===== src/rtl/tdm_demux_pkg.sv =====
// rtl/tdm_demux_pkg.sv - shared types and helpers for the TDM link (RX and TX sides)
// Contents: state_t (ST_IDLE/ST_RECV), clog2(), frame_bits()
package tdm_demux_pkg;

    typedef enum logic {
        ST_IDLE = 1'b0,
        ST_RECV = 1'b1
    } state_t;

    // Width helper: returns at least 1 so it can size any counter directly.
    function automatic int clog2(input int n);
        int r;
        r = 0;
        for (int v = n - 1; v > 0; v = v >> 1) begin
            r++;
        end
        return (r == 0) ? 1 : r;
    endfunction

    function automatic int frame_bits(input int nch, input int w);
        return nch * w;
    endfunction

endpackage


===== src/rtl/tdm_demux_if.sv =====
// rtl/tdm_demux_if.sv - serial input and demuxed output bundle of the TDM receiver
// master: drives din/din_valid/frame_start, observes outputs
// slave : receiver side, drives ch_data/frame_done/sync_err/busy/frame_cnt
interface tdm_demux_if #(
    parameter int NCH = 4,
    parameter int W   = 2
);
    logic               din;
    logic               din_valid;
    logic               frame_start;
    logic [NCH*W-1:0]   ch_data;
    logic               frame_done;
    logic               sync_err;
    logic               busy;
    logic [7:0]         frame_cnt;

    modport master (
        output din, din_valid, frame_start,
        input  ch_data, frame_done, sync_err, busy, frame_cnt
    );

    modport slave (
        input  din, din_valid, frame_start,
        output ch_data, frame_done, sync_err, busy, frame_cnt
    );
endinterface


===== src/rtl/tdm_demux_sipo.sv =====
// rtl/tdm_demux_sipo.sv - N-bit serial-in/parallel-out staging register
// Ports: clk, rst (async high), clr, shift, din -> q
// shift&clr loads din as the first bit of a fresh frame; clr alone empties it.
module tdm_sipo #(
    parameter int N = 8
) (
    input  logic         clk,
    input  logic         rst,
    input  logic         clr,
    input  logic         shift,
    input  logic         din,
    output logic [N-1:0] q
);

    always_ff @(posedge clk or posedge rst) begin
        if (rst) begin
            q <= '0;
        end else if (shift) begin
            q <= clr ? {{(N-1){1'b0}}, din} : {q[N-2:0], din};
        end else if (clr) begin
            q <= '0;
        end
    end

endmodule


===== src/rtl/tdm_demux.sv =====
// rtl/tdm_demux.sv - TDM serial receiver: deserialize, steer slots, atomic commit
// Ports: CLOCK_50, RESET (async high), bus (tdm_demux_if.slave):
//   din/din_valid/frame_start in; ch_data, frame_done, sync_err, busy, frame_cnt out
module tdm_demux
    import tdm_demux_pkg::*;
#(
    parameter int NCH     = 4,
    parameter int W       = 2,
    parameter int TIMEOUT = 16
) (
    input  logic        CLOCK_50,
    input  logic        RESET,
    tdm_demux_if.slave  bus
);

    localparam int FRAME_BITS = frame_bits(NCH, W);
    localparam int BCW        = clog2(FRAME_BITS + 1);
    localparam int ICW        = clog2(TIMEOUT + 1);
    localparam logic [BCW-1:0] LAST_BIT  = BCW'(FRAME_BITS - 1);
    localparam logic [ICW-1:0] IDLE_LAST = ICW'(TIMEOUT - 1);
    localparam logic [ICW-1:0] IDLE_SAT  = ICW'(TIMEOUT);

    state_t                 state;
    logic [BCW-1:0]         bit_cnt;
    logic [ICW-1:0]         idle_cnt;
    logic                   commit_pend;
    logic [FRAME_BITS-1:0]  stage;
    logic [FRAME_BITS-1:0]  stage_ordered;
    logic [FRAME_BITS-1:0]  ch_data_r;
    logic                   frame_done_r;
    logic                   sync_err_r;
    logic                   busy_r;
    logic [7:0]             frame_cnt_r;
    logic                   sipo_shift;
    logic                   sipo_clr;
    logic                   timeout;

    assign timeout = (state == ST_RECV) && !bus.din_valid && (idle_cnt == IDLE_LAST);

    always_comb begin
        sipo_shift = 1'b0;
        sipo_clr   = 1'b0;
        if (bus.din_valid) begin
            if (state == ST_IDLE) begin
                sipo_shift = bus.frame_start;
                sipo_clr   = bus.frame_start;
            end else begin
                sipo_shift = 1'b1;
                sipo_clr   = bus.frame_start;
            end
        end else if (timeout) begin
            sipo_clr = 1'b1;
        end
    end

    tdm_sipo #(.N(FRAME_BITS)) u_sipo (
        .clk   (CLOCK_50),
        .rst   (RESET),
        .clr   (sipo_clr),
        .shift (sipo_shift),
        .din   (bus.din),
        .q     (stage)
    );

    // The first bit received ends up at the top of the shift register, so
    // channel 0 lives in the most significant slot and must be reversed.
    for (genvar c = 0; c < NCH; c++) begin : g_steer
        assign stage_ordered[c*W +: W] = stage[(NCH-1-c)*W +: W];
    end

    always_ff @(posedge CLOCK_50 or posedge RESET) begin
        if (RESET) begin
            state        <= ST_IDLE;
            bit_cnt      <= '0;
            idle_cnt     <= '0;
            commit_pend  <= 1'b0;
            ch_data_r    <= '0;
            frame_done_r <= 1'b0;
            sync_err_r   <= 1'b0;
            busy_r       <= 1'b0;
            frame_cnt_r  <= 8'd0;
        end else begin
            frame_done_r <= 1'b0;
            sync_err_r   <= 1'b0;
            commit_pend  <= 1'b0;

            // Commit reads the staging register the cycle after the last bit;
            // a back-to-back frame_start reloads it on this same edge.
            if (commit_pend) begin
                ch_data_r    <= stage_ordered;
                frame_done_r <= 1'b1;
                frame_cnt_r  <= frame_cnt_r + 8'd1;
            end

            case (state)
                ST_IDLE: begin
                    if (bus.din_valid && bus.frame_start) begin
                        state    <= ST_RECV;
                        busy_r   <= 1'b1;
                        bit_cnt  <= BCW'(1);
                        idle_cnt <= '0;
                    end
                end
                ST_RECV: begin
                    if (bus.din_valid) begin
                        idle_cnt <= '0;
                        if (bus.frame_start) begin
                            bit_cnt    <= BCW'(1);
                            sync_err_r <= 1'b1;
                        end else if (bit_cnt == LAST_BIT) begin
                            state       <= ST_IDLE;
                            busy_r      <= 1'b0;
                            bit_cnt     <= '0;
                            commit_pend <= 1'b1;
                        end else begin
                            bit_cnt <= bit_cnt + BCW'(1);
                        end
                    end else if (timeout) begin
                        state      <= ST_IDLE;
                        busy_r     <= 1'b0;
                        bit_cnt    <= '0;
                        idle_cnt   <= '0;
                        sync_err_r <= 1'b1;
                    end else if (idle_cnt != IDLE_SAT) begin
                        idle_cnt <= idle_cnt + ICW'(1);
                    end
                end
                default: state <= ST_IDLE;
            endcase
        end
    end

    assign bus.ch_data    = ch_data_r;
    assign bus.frame_done = frame_done_r;
    assign bus.sync_err   = sync_err_r;
    assign bus.busy       = busy_r;
    assign bus.frame_cnt  = frame_cnt_r;

endmodule


===== src/flat_wrapper.sv =====
// flat-port wrapper written by rule: the top's interface ports become plain ports
module tdm_demux_flat import tdm_demux_pkg::*;
#(
    parameter int NCH     = 4,
    parameter int W       = 2,
    parameter int TIMEOUT = 16
)
  (CLOCK_50, RESET, bus_din, bus_din_valid, bus_frame_start, bus_ch_data, bus_frame_done, bus_sync_err, bus_busy, bus_frame_cnt);
  tdm_demux_if #(.NCH(NCH), .W(W)) bus_i ();
  input  logic CLOCK_50;
  input  logic RESET;
  input wire logic [$bits(bus_i.din)-1:0] bus_din;
  input wire logic [$bits(bus_i.din_valid)-1:0] bus_din_valid;
  input wire logic [$bits(bus_i.frame_start)-1:0] bus_frame_start;
  output wire logic [$bits(bus_i.ch_data)-1:0] bus_ch_data;
  output wire logic [$bits(bus_i.frame_done)-1:0] bus_frame_done;
  output wire logic [$bits(bus_i.sync_err)-1:0] bus_sync_err;
  output wire logic [$bits(bus_i.busy)-1:0] bus_busy;
  output wire logic [$bits(bus_i.frame_cnt)-1:0] bus_frame_cnt;
  assign bus_i.din = bus_din;
  assign bus_i.din_valid = bus_din_valid;
  assign bus_i.frame_start = bus_frame_start;
  assign bus_ch_data = bus_i.ch_data;
  assign bus_frame_done = bus_i.frame_done;
  assign bus_sync_err = bus_i.sync_err;
  assign bus_busy = bus_i.busy;
  assign bus_frame_cnt = bus_i.frame_cnt;
  tdm_demux #(.NCH(NCH), .W(W), .TIMEOUT(TIMEOUT)) u_core (.CLOCK_50(CLOCK_50), .RESET(RESET), .bus(bus_i));
endmodule

===== config.mk =====
export PLATFORM = sky130hd
export DESIGN_NAME = tdm_demux_flat
export DESIGN_NICKNAME = d
export VERILOG_FILES = /design/src/rtl/tdm_demux_pkg.sv /design/src/rtl/tdm_demux_if.sv /design/src/rtl/tdm_demux_sipo.sv /design/src/rtl/tdm_demux.sv /design/src/flat_wrapper.sv
export SDC_FILE = /design/constraint.sdc
export NUM_CORES = 1
export LEC_CHECK = 0
export ABC_AREA = 1
export BUFFER_PORTS_ARGS = -buffer_cell sky130_fd_sc_hd__buf_2
export CAP_MARGIN = 20
export CELL_PAD_IN_SITES_DETAIL_PLACEMENT = 0
export CELL_PAD_IN_SITES_GLOBAL_PLACEMENT = 2
export CORE_ASPECT_RATIO = 2
export CORE_MARGIN = 5
export CORE_UTILIZATION = 36
export CTS_BUF_LIST = sky130_fd_sc_hd__clkbuf_2 sky130_fd_sc_hd__clkbuf_4 sky130_fd_sc_hd__clkbuf_8
export DETAILED_ROUTE_END_ITERATION = 16
export HOLD_SLACK_MARGIN = 0.06
export PLACE_DENSITY_LB_ADDON = 0.1
export SYNTH_ARGS = -nofsm -noshare
export SYNTH_HDL_FRONTEND = slang
export SYNTH_HIERARCHICAL = 1
export SYNTH_SLANG_ARGS = --single-unit

===== constraint.sdc =====
create_clock -name CLOCK_50 -period 1.9 [get_ports CLOCK_50]
set_clock_uncertainty 0.2 [all_clocks]
set_input_delay 0.19 -clock CLOCK_50 [delete_from_list [all_inputs] [get_ports CLOCK_50]]
set_output_delay 0.19 -clock CLOCK_50 [all_outputs]
set_load 0.005 [all_outputs]

==> impl_metrics.env <==
export IMPL_ant_nets=0
export IMPL_dr_pass1_iters=4
export IMPL_initial_core_util_pct=36.79
export IMPL_ios=24
export IMPL_syn2layout_area_growth_pct=20.61
export IMPL_dp_slack_ps=186.6
export IMPL_required_ps=1880
export IMPL_status="finished clean"
export IMPL_cts_made_buffers=5
export IMPL_viasPerCell=4.628
export IMPL_path_class="reg2reg"
export IMPL_max_cap_violations=0
export IMPL_report_final_hold_viol_count=0
export IMPL_port_buffers=23
export IMPL_worst_slack_ps=248.5
export IMPL_htreeDepth=2
export IMPL_layout_common_cells="nand2_1 (78), dfrtp_1 (38), buf_2 (23)"
export IMPL_crit_arrival_ps=1630
export IMPL_synth_cell_types=27
export IMPL_wl_per_cell_um=12.29
export IMPL_grt_pass1_wl_um=6389
export IMPL_hp_class="in2async"
export IMPL_synth_nets=214
export IMPL_tightest_slew_ps=472.0
export IMPL_dp_cells=284
export IMPL_die_h_um=109.2
export IMPL_crit_top_cell="nand3_1"
export IMPL_fp_dieW_um=59.62
export IMPL_cts_reportedPaths_clkPinSlew_ps=70
export IMPL_setup_violations=0
export IMPL_fin_crit_sh_pct=86.92
export IMPL_place_gp_congestion=0.7529
export IMPL_cts_setup_buffers=0
export IMPL_endpoint_kind="flip-flop"
export IMPL_clk_latency_ps=280
export IMPL_dpl_hpwl_um=2807
export IMPL_cts_num_sinks=38
export IMPL_final_setup_tns_ps=0
export IMPL_crit_chain="ha_1 -> inv_1 -> nor2_1 -> nand3_1 -> nand2_2 -> inv_2 -> nand3_1 -> nand2_1"
export IMPL_rrSetupSlack_ps=250
export IMPL_period_needed_ps=1651
export IMPL_rr_endpoint="u_core/u_sipo/q[5]"
export IMPL_crit_fanout=7
export IMPL_gr_total_overflow=0
export IMPL_layout_cells_non_filler=296
export IMPL_drive_above_1_share_pct=19.67
export IMPL_tritoncts="done"
export IMPL_coreArea_um2=4820
export IMPL_critPathTopFamily="simple AND/OR/NAND/NOR gates"
export IMPL_num_rows=36
export IMPL_die_area_um2=6513
export IMPL_worst_setup_path_start_kind="flip-flop"
export IMPL_syn_avg_cell_area_um2=8.649
export IMPL_antenna_found_initial=0
export IMPL_cpPeakStageDelay_ps=410
export IMPL_vdd_ir_drop_max_uv=720.4
export IMPL_synthesis_yosys_warnings=6
export IMPL_cts_root_buf="clkbuf_8"
export IMPL_rsz0062_at_grt="false"
export IMPL_clock_path_buffers=2
export IMPL_fmax_mhz=605.5
export IMPL_vias=1370
export IMPL_diodes=0
export IMPL_grt_use_total_pct=12.81
export IMPL_wl_um=3637
export IMPL_regToRegStartpoint="u_core/idle_cnt[1]"
export IMPL_yosysSeqAreaShare_pct=53.63
export IMPL_grt_pass1_vias=1381
export IMPL_drtIter0Drc=35
export IMPL_relSlewSlack_pct=68.53
export IMPL_ys_ff_latch=38
export IMPL_final_common_cell="nand2_1"
export IMPL_crit_buf_inv=2
export IMPL_ff2ff_path_depth=8
export IMPL_drc=0
export IMPL_crit_slowest_cell="dfrtp_1"
export IMPL_grt_max_degree=31
export IMPL_netlist_area_um2=1773
export IMPL_nets=247
export IMPL_leakage_nw=1.221
export IMPL_slew_viol_final=0
export IMPL_power_density_nw_per_um2=884.9
export IMPL_syn_instance_count=205
export IMPL_filler_cell_count=475
==> metrics by stage <==
step	power [W]	hold WS (ps)	util, %	cell area, um^2
2_1_floorplan	0.001019	-194.3	-	1773
3_3_place_gp	0.001066	-44.57	40.52	1953
3_5_place_dp	0.001076	-26.73	40.52	1953
4_1_cts	0.001929	219.5	44.31	2136
5_1_grt	0.001994	252.9	44.37	2138
6_report	0.001892	204.5	44.37	2138
==> cell type report <==
| class | instances | area (um^2) | area share (%) |
|---|---|---|---|
| clock buffers | 6 | 82.58 | 3.862 |
| inverters | 23 | 87.58 | 4.096 |
| flip-flops and latches | 38 | 950.9 | 44.47 |
| repair buffers | 29 | 170.2 | 7.958 |
| multi-input cells | 141 | 715.7 | 33.47 |
| clock inverters | 2 | 60.06 | 2.809 |
| well taps | 57 | 71.32 | 3.335 |
==> cells by family after synthesis <==
| family | Yosys count | share of synthesized area [%] |
|---|---|---|
| fa+ha+maj | 4 | 2.823 |
| buf+inv | 26 | 6.138 |
| flops | 38 | 53.63 |
| xor+xnor | 8 | 3.952 |
| simple gates | 123 | 31.55 |
| compound gates | 6 | 1.905 |
==> sequential cells by signal (all words and copies together), names as in the netlist <==
name	count
u_core/bit_cnt	4
u_core/bus.ch_data	8
u_core/bus.sync_err	1
u_core/state	1
u_core/bus.busy	1
u_core/bus.frame_done	1
u_core/commit_pend	1
u_core/bus.frame_cnt	8
u_core/idle_cnt	5
u_core/u_sipo/q	8
==> worst min-delay path, stage by stage <==
cell and delay, ps:
dlygate4sd3_1 530, buf_2 130, inv_1 240
==> worst max-delay path by stage <==
stage | start | to | slack (ps) | cells after the start
after floorplan | u_core/idle_cnt[0] | u_core/u_sipo/q[7] | 350 | 8
after global placement | u_core/idle_cnt[0] | u_core/u_sipo/q[1] | 220 | 8
after detailed placement | u_core/idle_cnt[1] | u_core/u_sipo/q[1] | 190 | 8
after CTS | u_core/idle_cnt[1] | u_core/u_sipo/q[1] | 170 | 8
after global routing | u_core/idle_cnt[1] | u_core/u_sipo/q[1] | 40 | 8
final | u_core/idle_cnt[1] | u_core/u_sipo/q[5] | 250 | 8
==> routing by layer <==
layer	GRT usage, %	part of all wire, %
met1	13.63	38
met2	23.32	55
met3	2.607	4.4
met4	5.705	2.1
met5	0	0
==> where the power goes <==
part           total (W)  internal (W)  switching [W]
Sequential      0.000896      0.000852      0.0000443
Combinational   0.000163     0.0000656      0.0000977
Clock           0.000833      0.000560       0.000273
Total            0.00189       0.00148       0.000415
==> cell usage after synthesis <==
| library cell | instances | area share (%) |
|---|---|---|
| o21ai_0 | 1 | 0.28 |
| nand4_1 | 4 | 1.4 |
| or2_2 | 1 | 0.35 |
| buf_2 | 1 | 0.28 |
| nor3b_1 | 1 | 0.42 |
| nor2_1 | 10 | 2.1 |
| xnor2_1 | 1 | 0.49 |
| nor2_4 | 1 | 0.64 |
| clkbuf_2 | 1 | 0.28 |
| buf_6 | 1 | 0.64 |
| inv_2 | 4 | 0.85 |
| nand2_2 | 2 | 0.71 |
| clkinv_1 | 1 | 0.21 |
| o21ai_2 | 1 | 0.49 |
| nor2_8 | 1 | 1.1 |
| o21ai_1 | 3 | 0.85 |
| clkinv_2 | 1 | 0.28 |
| nand2_4 | 1 | 0.64 |
| nor3_1 | 2 | 0.56 |
| inv_1 | 17 | 3.6 |
| a21oi_1 | 1 | 0.28 |
| nand2_1 | 79 | 17 |
| xor2_1 | 7 | 3.5 |
| ha_1 | 4 | 2.8 |
| nand4_4 | 1 | 1.2 |
| dfrtp_1 | 38 | 54 |
| nand3_1 | 20 | 5.6 |
==> what timing repair did <==
| item | 4_1_cts | 5_1_grt |
|---|---|---|
| setup endpoints to repair | 0 | 7 |
| hold endpoints to repair | 42 | 0 |
| hold buffers | 4 | 0 |
| gates resized for setup | 0 | 1 |
Note: power is estimated with default switching activity, not from simulation.
